<file path="src/rtl/invert_pkg.sv">
// Shared constants for serial datapath blocks.
// Default word width and counter sizing helper.
package invert_pkg;

  localparam int SERIAL_WIDTH = 8;

  // Bit-index counter width; never below 1 so the
  // counter stays a legal vector when framing is off.
  function automatic int cnt_width(input int w);
    int c;
    c = (w > 1) ? $clog2(w) : 1;
    return (c < 1) ? 1 : c;
  endfunction

endpackage

</file>
<file path="src/rtl/invert.sv">
// Bit-serial two's-complement negator, LSB first.
// Ports: i serial in, r sync active-low reset, clk, y serial out.
module invert
  import invert_pkg::*;
#(
  parameter int WIDTH = SERIAL_WIDTH
) (
  input  logic i,
  input  logic r,
  input  logic clk,
  output logic y
);

  localparam int CW = cnt_width(WIDTH);
  localparam bit FRAMED = (WIDTH != 0);
  localparam logic [CW-1:0] LAST =
    CW'(FRAMED ? WIDTH - 1 : 0);

  logic          seen;
  logic [CW-1:0] cnt;
  logic          word_end;

  assign word_end = FRAMED && (cnt == LAST);

  // Copy bits through the first 1, invert after it.
  // The word-end bit still uses the old seen value.
  always_ff @(posedge clk) begin
    if (!r) begin
      y    <= 1'b0;
      seen <= 1'b0;
      cnt  <= '0;
    end else begin
      y <= i ^ seen;
      if (word_end) begin
        seen <= 1'b0;
        cnt  <= '0;
      end else begin
        seen <= seen | i;
        if (FRAMED)
          cnt <= cnt + CW'(1);
      end
    end
  end

endmodule

</file>
<file path="config.mk">
export PLATFORM = sky130hd
export DESIGN_NAME = invert
export DESIGN_NICKNAME = d
export VERILOG_FILES = /design/src/rtl/invert_pkg.sv /design/src/rtl/invert.sv
export SDC_FILE = /design/constraint.sdc
export NUM_CORES = 1
export LEC_CHECK = 0
export CAP_MARGIN = 20
export CELL_PAD_IN_SITES_DETAIL_PLACEMENT = 1
export CELL_PAD_IN_SITES_GLOBAL_PLACEMENT = 1
export CORE_AREA = 4 4 41 43
export DETAILED_ROUTE_END_ITERATION = 6
export DIE_AREA = 0 0 45 47
export DONT_BUFFER_PORTS = 1
export HOLD_SLACK_MARGIN = 0.03
export PLACE_DENSITY_LB_ADDON = 0.1
export RECOVER_POWER = 50
export SLEW_MARGIN = 20
export SYNTH_ARGS = -nofsm -noshare
export SYNTH_HDL_FRONTEND = slang
export SYNTH_SLANG_ARGS = --single-unit
</file>
<file path="constraint.sdc">
create_clock -name clk -period 1.9 [get_ports clk]
set_input_delay 0.57 -clock clk [delete_from_list [all_inputs] [get_ports clk]]
set_output_delay 0.57 -clock clk [all_outputs]
set_load 0.01 [all_outputs]
</file>
==> qor.txt <==
max-cap violations: 0
Leak: 0.112 nW
Die Y: 47 um
reg2reg path depth: 3
clock share of power: 0.482
row count: 13
commonest cells after routing, fill and taps aside: dfxtp_1 (5), ha_1 (3), clkbuf_4 (3)
dpl ws: 727 ps
initial antenna violation count: 0
outcome: finished, final reports clean
hold slack final: 426 ps
Max Buffers Root-to-Sink: 2
main combinational cell family by area after synthesis: simple AND/OR/NAND/NOR gates
post-synthesis instance total: 15
Yosys reg bits: 5
Levels on crit path: 0
Root Driver: clkbuf_4
Hold-fix buffers, CTS: 0
critical path arrival: 590 ps
Post-DP Area: 209 um^2
Core Region: 1300 um^2
Avg Vias per Cell: 3.32
CP Capture Type: primary output
synthesized area: 190 um^2
mux contribution to synthesized area: 0
Slew Viols, Final: 0
layout cell share with drive strength beyond 1: 0.211
post-synthesis simple-gate area fraction: 0.237
largest net degree at the start of global routing: 6
FF-to-FF Start: cnt[0]
gp weighted congestion: 0.603
Port Buf Inserts: 0
Max H-tree Level: 1
overflow left after global routing: 0
RSZ-0062 raised after global routing: no
register area share after synthesis: 0.526
nets: 26
sequential fraction of design power: 0.466
non-filler cells, final: 34
CP Launch Type: register
internal power: 201 uW
end-of-flow core utilization: 0.177
clock latency on the worst-skew pair: 240 ps
Power Total: 253 uW
# setup viols final: 0
initial DRC count: 0
Post-Route WL: 306 um
Adder-Cell Fraction of Synth Area: 0.197
postcts setup bufs: 0
metal3 WL: 38 um
hpwl dp: 258 um
Switch Pwr: 51.6 uW
Worst-path clk slew: 50 ps
drt first pass iters: 1
Fillers: 159
Synthesis Warnings: 0
commonest non-fill, non-tap cell in the layout: dfxtp_1
Mapped Nets: 21
Max Clock Freq: 0.861 GHz
Switching Fraction: 0.204
CP Capture Point: y
crit path from: y
Hold Vio Cnt, Final: 0
reg-to-reg slack, setup: 870 ps
CTS Buf Count: 3
setup ws final: 739 ps
initial core utilization: 0.146
ANT cells: 0
Hold Path Class: register to register
DRT antenna net count: 0
RR Endpoint: cnt[2]
post-detailed-route wirelength per cell: 9.00 um
GRT Total Usage: 0.0458
Worst Path Required: 1330 ps
Die ar.: 2120 um^2
vias in the first global route: 112
Top Ports: 4
Syn Area/Cell: 12.7 um^2
Max Clock Skew: 4.91 ps
first-pass GRT wire length: 524 um
WL met1: 132 um
Crit Path Class: register to primary output
relative slew slack: 0.903
Least-Margin Pin Slew: 145 ps
distinct cell type count after synthesis: 7
period utilization: 0.611
Max VDD drop: 0.349 mV
drc violations: 0
CTS Sinks: 5
PostCTS Resize Cnt: 0
DR top layer: met3
Die W: 45 um
Synth Area in Compound Gates: 0
largest fanout on the critical path: 1
Post-Synth XOR/XNOR Area: 0
Pwr Density: 1100 nW/um^2
via count: 113
met2 wire len: 135 um
DP Cell Count: 30
min Tclk post-route: 1160 ps
Comb power frac: 0.051
setup_tns: 0 ps
final instance area: 230 um^2
TritonCTS clock tree: built
Synth-to-Final Area Change: 21.1%
==> synthesized netlist by cell type (all sizes together) <==
master  count  area, um^2
dfxtp       5         100
ha          3        37.5
and3b       2        17.5
inv         2        7.51
nor3b       2        20.0
and2        1        7.51
==> registers in the layout, summed over array words and instances (netlist names) <==
signal  flops
cnt         3
seen        1
y           1
==> layer usage <==
layer,vias up,global-route usage
li1,58,-
met1,51,0.0342
met2,4,0.0537
met5,-,0
met4,0,0.0175
met3,0,0.0805
==> worst min path at each step <==
| stage | from | endpoint | slack (ps) | cells past startpoint |
|---|---|---|---|---|
| 3_5_place_dp | cnt[0] | cnt[0] | 430 | 1 |
| 6_report | cnt[0] | cnt[0] | 430 | 1 |
| 5_1_grt | r | y | 450 | 1 |
| 2_1_floorplan | cnt[0] | cnt[0] | 400 | 1 |
| 4_1_cts | cnt[0] | cnt[0] | 430 | 1 |
| 3_3_place_gp | cnt[0] | cnt[0] | 430 | 1 |
==> kinds of logic (layout without fill, tap and decap cells) <==
group / count (synthesis) / count (layout)
adder cells (fa/ha/maj): 3 / 3
buffers and inverters: 2 / 6
flip-flops: 5 / 5
AND/OR/NAND/NOR: 5 / 5
==> final cells by class <==
type	count	area [um^2]	area share
Inverter	2	7.51	0.0326
Tap cell	15	18.8	0.0815
Clock buffer	4	26.3	0.114
Multi-Input combinational cell	8	77.6	0.337
Sequential cell	5	100	0.435
==> power by group through the flow <==
| stage | registers [mW] | logic [mW] | clock network, mW |
|---|---|---|---|
| finish | 0.118 | 0.0130 | 0.122 |
| detailed placement | 0.120 | 0.0146 | 0 |
| global route | 0.119 | 0.0152 | 0.147 |
| floorplan | 0.119 | 0.0114 | 0 |
| CTS | 0.118 | 0.0148 | 0.132 |
| global placement | 0.120 | 0.0135 | 0 |
No activity file was read; power rests on OpenSTA's default activity.
